### config.mk
export PLATFORM = sky130hd
export DESIGN_NAME = interrupt_sequencer
export DESIGN_NICKNAME = d
export VERILOG_FILES = /design/src/rtl/interrupt_sequencer.sv
export SDC_FILE = /design/constraint.sdc
export NUM_CORES = 1
export LEC_CHECK = 0
export CORE_MARGIN = 1
export CORE_UTILIZATION = 35
export DETAILED_ROUTE_END_ITERATION = 12
export PLACE_DENSITY = 0.75
export SYNTH_ARGS = -nofsm -noshare
export SYNTH_HDL_FRONTEND = slang
export SYNTH_SLANG_ARGS = --single-unit
### constraint.sdc
create_clock -name clk -period 2.05 [get_ports clk]
set_input_delay 0.41 -clock clk [delete_from_list [all_inputs] [get_ports clk]]
set_output_delay 0.41 -clock clk [all_outputs]
set_load 0.01 [all_outputs]
### src/rtl/interrupt_sequencer.sv
// CPU-side interrupt entry/return sequencer: CALL/LOAD/RET handshake with a return-PC stack.
// Define INT_SEQ_NEST_EN to allow nested preemption up to DEPTH levels; otherwise one level.
module interrupt_sequencer #(
  parameter  int WIDTH = 8,
  parameter  int PC_W  = 10,
  parameter  int DEPTH = 8,
  localparam int NW    = $clog2(DEPTH + 1)
) (
  input  logic             clk,
  input  logic             reset,
  input  logic [WIDTH-1:0] pend,
  input  logic [WIDTH-1:0] active,
  input  logic [PC_W-1:0]  vec_dir,
  input  logic [PC_W-1:0]  pc_next,
  input  logic             reti_instr,
  output logic [WIDTH-1:0] s_calli,
  output logic [WIDTH-1:0] s_reti,
  output logic             pc_load,
  output logic [PC_W-1:0]  pc_target,
  output logic             stall,
  output logic [NW-1:0]    nest_level,
  output logic             stack_ovf
);

  typedef enum logic [1:0] {IDLE, CALL, LOAD, RET} state_t;

  localparam logic [NW-1:0] ONE = NW'(1);

  state_t           state_q, state_d;
  logic [WIDTH-1:0] s_calli_q, s_calli_d;
  logic [WIDTH-1:0] s_reti_q, s_reti_d;
  logic             pc_load_q, pc_load_d;
  logic [PC_W-1:0]  pc_target_q, pc_target_d;
  logic             stall_q, stall_d;
  logic [NW-1:0]    nest_q, nest_d;
  logic             ovf_q, ovf_d;

  logic             push;
  logic             prio_ok;
  logic             take_ok;
  logic             full;
  logic [PC_W-1:0]  top_pc;

`ifdef INT_SEQ_NEST_EN
  localparam logic [NW-1:0] CAP    = NW'(DEPTH);
  localparam logic          OVF_EN = 1'b1;
  localparam int            AW     = (DEPTH > 1) ? $clog2(DEPTH) : 1;

  logic [PC_W-1:0] stack_q [DEPTH];
  logic [NW-1:0]   top_idx;

  // Both vectors are one-hot, so a numerically smaller value is a lower index.
  assign prio_ok = (active == '0) || (pend < active);
  assign top_idx = nest_q - ONE;
  assign top_pc  = stack_q[top_idx[AW-1:0]];

  always_ff @(posedge clk) begin
    if (push) stack_q[nest_q[AW-1:0]] <= pc_next;
  end
`else
  localparam logic [NW-1:0] CAP    = NW'(1);
  localparam logic          OVF_EN = 1'b0;

  logic [PC_W-1:0] stack_q;

  assign prio_ok = (active == '0);
  assign top_pc  = stack_q;

  always_ff @(posedge clk) begin
    if (push) stack_q <= pc_next;
  end
`endif

  assign take_ok = (pend != '0) && prio_ok;
  assign full    = (nest_q >= CAP);

  always_comb begin
    state_d     = state_q;
    s_calli_d   = '0;
    s_reti_d    = '0;
    pc_load_d   = 1'b0;
    pc_target_d = '0;
    stall_d     = 1'b0;
    nest_d      = nest_q;
    ovf_d       = ovf_q;
    push        = 1'b0;
    unique case (state_q)
      IDLE: begin
        // A matched return wins over a simultaneous take.
        if (reti_instr && (nest_q != '0)) begin
          state_d     = RET;
          s_reti_d    = active;
          pc_load_d   = 1'b1;
          pc_target_d = top_pc;
          stall_d     = 1'b1;
        end else if (take_ok && !full) begin
          state_d   = CALL;
          s_calli_d = pend;
          stall_d   = 1'b1;
        end else if (take_ok) begin
          ovf_d = OVF_EN;
        end
      end
      CALL: begin
        state_d     = LOAD;
        push        = 1'b1;
        nest_d      = nest_q + ONE;
        pc_load_d   = 1'b1;
        pc_target_d = vec_dir;
        stall_d     = 1'b1;
      end
      LOAD: begin
        state_d = IDLE;
      end
      RET: begin
        state_d = IDLE;
        nest_d  = nest_q - ONE;
      end
      default: begin
        state_d = IDLE;
      end
    endcase
  end

  always_ff @(posedge clk) begin
    if (!reset) begin
      state_q     <= IDLE;
      s_calli_q   <= '0;
      s_reti_q    <= '0;
      pc_load_q   <= 1'b0;
      pc_target_q <= '0;
      stall_q     <= 1'b0;
      nest_q      <= '0;
      ovf_q       <= 1'b0;
    end else begin
      state_q     <= state_d;
      s_calli_q   <= s_calli_d;
      s_reti_q    <= s_reti_d;
      pc_load_q   <= pc_load_d;
      pc_target_q <= pc_target_d;
      stall_q     <= stall_d;
      nest_q      <= nest_d;
      ovf_q       <= ovf_d;
    end
  end

  assign s_calli    = s_calli_q;
  assign s_reti     = s_reti_q;
  assign pc_load    = pc_load_q;
  assign pc_target  = pc_target_q;
  assign stall      = stall_q;
  assign nest_level = nest_q;
  assign stack_ovf  = ovf_q;

endmodule

==> results of run 1 <==
-- synth_stat cells (2+ instances only) --
cell,instances
sky130_fd_sc_hd__o21bai_1,2
sky130_fd_sc_hd__inv_1,12
sky130_fd_sc_hd__nor4_1,10
sky130_fd_sc_hd__dfxtp_1,34
sky130_fd_sc_hd__and2_2,5
sky130_fd_sc_hd__ha_1,4
sky130_fd_sc_hd__buf_6,2
sky130_fd_sc_hd__a21oi_1,3
sky130_fd_sc_hd__nor2_2,2
sky130_fd_sc_hd__edfxtp_1,10
sky130_fd_sc_hd__and2_1,3
sky130_fd_sc_hd__a22o_2,5
sky130_fd_sc_hd__o21ai_0,2
sky130_fd_sc_hd__xnor2_1,2
sky130_fd_sc_hd__nor2_1,5
sky130_fd_sc_hd__a22o_1,5
sky130_fd_sc_hd__nand2b_1,2
sky130_fd_sc_hd__mux2i_1,2
sky130_fd_sc_hd__or4_1,2
-- cell usage in the layout (no fill, tap or decap), types with 2 or more instances in the layout --
cell                              count
sky130_fd_sc_hd__clkdlybuf4s50_1     70
sky130_fd_sc_hd__o21ai_0              2
sky130_fd_sc_hd__dfxtp_1             34
sky130_fd_sc_hd__a22o_1               5
sky130_fd_sc_hd__nor4_1              10
sky130_fd_sc_hd__and2_2               5
sky130_fd_sc_hd__inv_1               12
sky130_fd_sc_hd__a21oi_1              3
sky130_fd_sc_hd__ha_1                 4
sky130_fd_sc_hd__buf_4                2
sky130_fd_sc_hd__edfxtp_1            10
sky130_fd_sc_hd__xnor2_1              2
sky130_fd_sc_hd__nand2b_1             2
sky130_fd_sc_hd__nor2_1               5
sky130_fd_sc_hd__o21bai_1             2
sky130_fd_sc_hd__and2_1               3
sky130_fd_sc_hd__nor2_2               2
sky130_fd_sc_hd__or4_1                2
sky130_fd_sc_hd__a22o_2               5
sky130_fd_sc_hd__mux2i_1              2
sky130_fd_sc_hd__clkbuf_8             5
-- registers in the layout, indices dropped and copies added, names as in the netlist --
name and count:
pc_target 10, s_calli 8, stall 1, state_q 2, stack_q 10, pc_load 1, s_reti 8, nest_level 4
-- cell type report --
class	instances	area, um2	area share
repair buffers	73	736	0.303
clock inverters	2	35.0	0.0144
clock buffers	6	72.6	0.0299
inverters	12	45.0	0.0186
well taps	50	62.6	0.0258
multi-input cells	67	494	0.204
flip-flops and latches	44	981	0.404
-- how the worst min path moves through the flow --
stage                     startpoint            to  slack [ns]  cells past startpoint
after floorplan           stack_q[0]  pc_target[0]        0.44                      1
after global placement    stack_q[7]  pc_target[7]        0.45                      1
after detailed placement  stack_q[9]  pc_target[9]        0.46                      1
after CTS                 stack_q[9]  pc_target[9]        0.47                      1
after global routing      stack_q[9]  pc_target[9]        0.49                      1
final                     stack_q[4]  pc_target[4]        0.47                      1
-- per-stage QoR --
stage                     instances  total power, mW  hold slack [ns]
after floorplan                 128            0.931            0.442
after global placement          246             1.01            0.446
after detailed placement        246             1.02            0.458
after CTS                       254             1.65            0.473
after global routing            254             1.71            0.493
final                           254             1.63            0.471
-- power breakdown --
| part | leakage [nW] | internal [mW] | switching (mW) |
|---|---|---|---|
| clock network | 0.0552 | 0.361 | 0.273 |
| logic | 0.483 | 0.0752 | 0.0321 |
| registers | 0.364 | 0.887 | 0.00146 |
| total | 0.902 | 1.32 | 0.307 |
-- logic make-up (layout without fill, tap and decap cells) --
logic type / after synthesis / after routing / synth area share
buffers and inverters: 17 / 93 / 0.0538
flip-flops: 44 / 44 / 0.629
AO/OA/AOI/OAI: 20 / 20 / 0.101
other: 1 / 1 / 0.00241
adder cells (fa/ha/maj): 4 / 4 / 0.0321
XOR/XNOR: 2 / 2 / 0.0112
multiplexers: 2 / 2 / 0.0128
AND/OR/NAND/NOR: 38 / 38 / 0.157
-- routing by layer --
layer  global-route usage  share of wire
met3               0.0641          0.086
met4               0.0689          0.018
met1                0.168           0.41
met5                    0              0
met2                0.261           0.49
==> impl_metrics.yaml, run 1 <==
outcome:
  status: "complete, no violations"
yosys:
  yosys_warnings: 0
  synth_edf_count: 10
  synth.ff_latch_count: 44
  syn-instance-count: 128
  biggest_area_consumer_among_synthesized_cells: "sky130_fd_sc_hd__dfxtp_1"
  syn_nets: 171
  synth_area_leaders: "sky130_fd_sc_hd__dfxtp_1 (44%), sky130_fd_sc_hd__edfxtp_1 (19%), sky130_fd_sc_hd__nor4_1 (4.0%)"
  synthDominantCellAreaShare: 0.437
  async_flop_share: 0
  yosys.cell_types.count: 35
  synthFlopType: "sky130_fd_sc_hd__dfxtp_1"
  yosysSeqAreaShare: 0.629
  synth.cell_area_um2: 1560
  average_size_of_a_mapped_cell_um2: 12.2
routing:
  ant_nets: 0
  drt_pass1_iterations: 4
  dr.first_iter.drc_count: 57
  routed_wire_length_per_instance_um: 13.2
  drt-vias-per-instance: 4.70
  drt-total-wl_mm: 3.36
  drcViolationCount: 0
  via_count: 1195
setup_path:
  cp.arrival_ns: 1.36
  worst-setup-path-type: "register to primary output"
  ff2ff_path_depth: 6
  worstPathRequired_ns: 1.64
  worstReg2RegStart: "nest_level[0]"
  critPathCapture: "nest_level[0]"
  r2r-end: "pc_target[1]"
  timing.critical_path.to_type: "primary output"
  critical_path.cell_chain: "clkdlybuf4s50_1"
  reg2reg_setup_slack_ns: 0.31
  crit_path_cell_count: 1
  crit_path_max_fanout: 7
  largest_delay_contributor_family_on_the_critical_path: "buffers and inverters"
  crit_start: "nest_level[0]"
  critPathLaunchType: "register"
  crit_slowest_cell: "sky130_fd_sc_hd__clkdlybuf4s50_1"
  critical_path.n_buffers_inverters: 1
  worst_path_largest_cell_delay_ns: 0.60
layout:
  final_core_utilization: 0.585
  layout_area_growth_over_synthesis_pct: 55.6
  post_route_cells_drive_above_1_share: 0.123
  num-nets-final: 246
  final_instance_area_um2: 2430
  antennaDiodeCount: 0
  filler_cell_count: 358
timing:
  clock.fmax_ghz: 0.565
  rsz0062_at_grt: "no"
  setup-violations-final: 0
  post-route-worst-setup-slack_ns: 0.279
  accumulated_negative_setup_slack_ns: 0
  minimum_clock_period_ns: 1.77
  period_share: 0.864
  maxSlewViolCount: 0
  worst_clock_skew_ns: 0.00434
  hold_violations: 0
hold_path:
  min_path_type: "register to register"
clocking:
  clock-sinks: 44
  cts_tree: "yes"
  post-cts-setup-buffers: 0
  cts_resized: 0
  ctsHoldBuffers: 0
  worst_skew_pair.late_latency_ns: 0.29
  clk_root_buffer_cell: "sky130_fd_sc_hd__clkbuf_8"
  cts_max_path_buffers: 2
  tritoncts_buffers: 5
  clk_pin_slew_worst_paths_ns: 0.07
  cts-htree-levels: 2
global_routing:
  grt_use_total: 0.154
  grt_max_degree: 19
  grt_antenna_before_repair: 0
  grt.overflow.total: 0
  grt_pass1_wl_mm: 5.15
  vias_in_the_first_global_route: 1114
placed_design:
  placed_area_um2: 2320
  placement.setup.worst_slack_ns: 0.0586
  hpwlAfterDp_mm: 2.52
  place.port_buffers: 70
  gpl.final_weighted_congestion: 0.703
floorplan:
  die_w_um: 68.7
  core.rowCount: 23
  dieArea_um2: 4730
  floorplan.initialDensity: 0.376
  core_area_um2: 4140
  ios: 72
  die_height_um: 68.7
pwr:
  power_leakage_nw: 0.902
  cellPowerDensity_nw_per_um2: 672
  irDropWorstVdd_mv: 0.356
run:
  drv.max_cap_violation_count: 0
(Power assumes the default switching activity.)
==> inputs of run 2 (changes only) <==
--- a/config.mk
+++ b/config.mk
@@ -8,6 +8,8 @@
 export CORE_MARGIN = 1
 export CORE_UTILIZATION = 35
 export DETAILED_ROUTE_END_ITERATION = 12
+export GPL_ROUTABILITY_DRIVEN = 1
+export HOLD_SLACK_MARGIN = 0.05
 export PLACE_DENSITY = 0.75
 export SYNTH_ARGS = -nofsm -noshare
 export SYNTH_HDL_FRONTEND = slang
==> results of run 2 <==
Same layout as run 1: the final DEF is identical, and so are final timing and power.
==> inputs of run 3 (changes only) <==
--- a/config.mk
+++ b/config.mk
@@ -10,6 +10,7 @@
 export DETAILED_ROUTE_END_ITERATION = 12
 export GPL_ROUTABILITY_DRIVEN = 1
 export HOLD_SLACK_MARGIN = 0.05
+export MAX_ROUTING_LAYER = met4
 export PLACE_DENSITY = 0.75
 export SYNTH_ARGS = -nofsm -noshare
 export SYNTH_HDL_FRONTEND = slang
==> run 3 against run 2 <==
  * Setup slack worse by 0.00050 ns
  * Clock power barely moved
  * Largest power group unchanged
  * Via count shrank 0.59%
  * Register-to-register slack barely moved
  * Highest routed layer unchanged
==> impl_metrics.yaml, run 3 (synthesis gave the netlist of run 1 again) <==
layout:
  post_route_cells_drive_above_1_share: 0.123
  layout_area_growth_over_synthesis_pct: 55.6
  num-nets-final: 246
  antennaDiodeCount: 0
  final_core_utilization: 0.585
  final_common_cell: "sky130_fd_sc_hd__clkdlybuf4s50_1"
  leading_cell_types_in_the_layout_fill_and_taps_excluded: "sky130_fd_sc_hd__clkdlybuf4s50_1 (70), sky130_fd_sc_hd__dfxtp_1 (34), sky130_fd_sc_hd__inv_1 (12)"
  fin_cells: 254
setup_path:
  critical_path.n_buffers_inverters: 1
  r2r-end: "s_calli[0]"
  crit_path_max_fanout: 7
  worst-setup-path-type: "register to primary output"
  worstPathRequired_ns: 1.64
  largest_delay_contributor_family_on_the_critical_path: "buffers and inverters"
  cp.arrival_ns: 1.36
  critPathLaunchType: "register"
  worstReg2RegStart: "nest_level[0]"
  ff2ff_path_depth: 5
  worst_path_largest_cell_delay_ns: 0.60
  critical_path.cell_chain: "clkdlybuf4s50_1"
  timing.critical_path.to_type: "primary output"
  crit_slowest_cell: "sky130_fd_sc_hd__clkdlybuf4s50_1"
  reg2reg_setup_slack_ns: 0.31
clocking:
  cts_tree: "yes"
  ctsHoldBuffers: 0
  worst_skew_pair.late_latency_ns: 0.29
  tritoncts_buffers: 5
  cts_max_path_buffers: 2
  clk_root_buffer_cell: "sky130_fd_sc_hd__clkbuf_8"
  post-cts-setup-buffers: 0
  cts-htree-levels: 2
  cts_resized: 0
  clock-sinks: 44
  clk_pin_slew_worst_paths_ns: 0.08
hold_path:
  min_path_type: "register to register"
  hold_path_end: "pc_target[4]"
  worst_min_delay_path_startpoint: "stack_q[4]"
  worst_hold_path.num_cells: 1
floorplan:
  die_height_um: 68.7
  dieArea_um2: 4730
  ios: 72
  core_area_um2: 4140
  floorplan.initialDensity: 0.376
  die_w_um: 68.7
  core.rowCount: 23
outcome:
  status: "complete, no violations"
global_routing:
  grt_antenna_before_repair: 0
  vias_in_the_first_global_route: 1118
  grt_max_degree: 19
  grt_use_total: 0.159
  grt.overflow.total: 0
  grt_pass1_wl_mm: 5.17
routing:
  drt-total-wl_mm: 3.35
  drcViolationCount: 0
  drt-vias-per-instance: 4.68
  dr.first_iter.drc_count: 59
  drt_pass1_iterations: 4
  ant_nets: 0
  via_count: 1188
  routed_wire_length_per_instance_um: 13.2
timing:
  accumulated_negative_setup_slack_ns: 0
  setup-violations-final: 0
  post-route-worst-setup-slack_ns: 0.278
  rsz0062_at_grt: "no"
  maxSlewViolCount: 0
  worst_clock_skew_ns: 0.00355
  hold_violations: 0
  minimum_clock_period_ns: 1.77
  clock.fmax_ghz: 0.564
  period_share: 0.864
placed_design:
  gpl.final_weighted_congestion: 0.711
  place.port_buffers: 70
  placement.setup.worst_slack_ns: 0.0586
  hpwlAfterDp_mm: 2.52
  placed_cells: 246
pwr:
  power_leakage_nw: 0.902
  irDropWorstVdd_mv: 0.356
  cellPowerDensity_nw_per_um2: 672
run:
  drv.max_cap_violation_count: 0
run 3: cell counts in the layout (fill, tap and decap cells not counted):
No cell type changed its count.
run 3: area by class of cell:
class,count,area (um2)
Fill cell,358,1720
Sequential cell,44,981
Timing Repair Buffer,73,736
Multi-Input combinational cell,67,494
Clock buffer,6,72.6
Tap cell,50,62.6
Inverter,12,45.0
Clock inverter,2,35.0
run 3: worst max path at each step:
stage                     slack (ns)     startpoint       endpoint  cells after the start
after floorplan                 0.34  nest_level[0]   pc_target[9]                      7
after global placement          0.13        pend[5]     s_calli[3]                      4
after detailed placement        0.06        pend[5]     s_calli[0]                      4
after CTS                       0.27  nest_level[0]  nest_level[0]                      1
after global routing            0.19  nest_level[0]     s_calli[4]                      5
final                           0.28  nest_level[0]  nest_level[0]                      1
run 3: stage by stage:
stage               hold WS, ns  power [mW]  area [um2]
finish                    0.472        1.63        2430
global route              0.493        1.71        2430
CTS                       0.473        1.65        2430
detailed placement        0.458        1.02        2320
global placement          0.446        1.01        2320
floorplan                 0.442       0.931        1560
run 3: per-layer routing:
| metal | global-route usage | share of wire | vias to the layer above |
|---|---|---|---|
| met3 | 0.0609 | 0.086 | 6 |
| met4 | 0.0689 | 0.018 | 0 |
| met1 | 0.170 | 0.41 | 535 |
| met5 | - | 0 | - |
| met2 | 0.262 | 0.49 | 45 |
| li1 | - | - | 602 |
run 3: power by group:
part           internal, mW  switching, mW  leakage, nW
Sequential            0.887        0.00146        0.364
Clock                 0.361          0.273       0.0552
Combinational        0.0752         0.0319        0.483
Total                  1.32          0.306        0.902
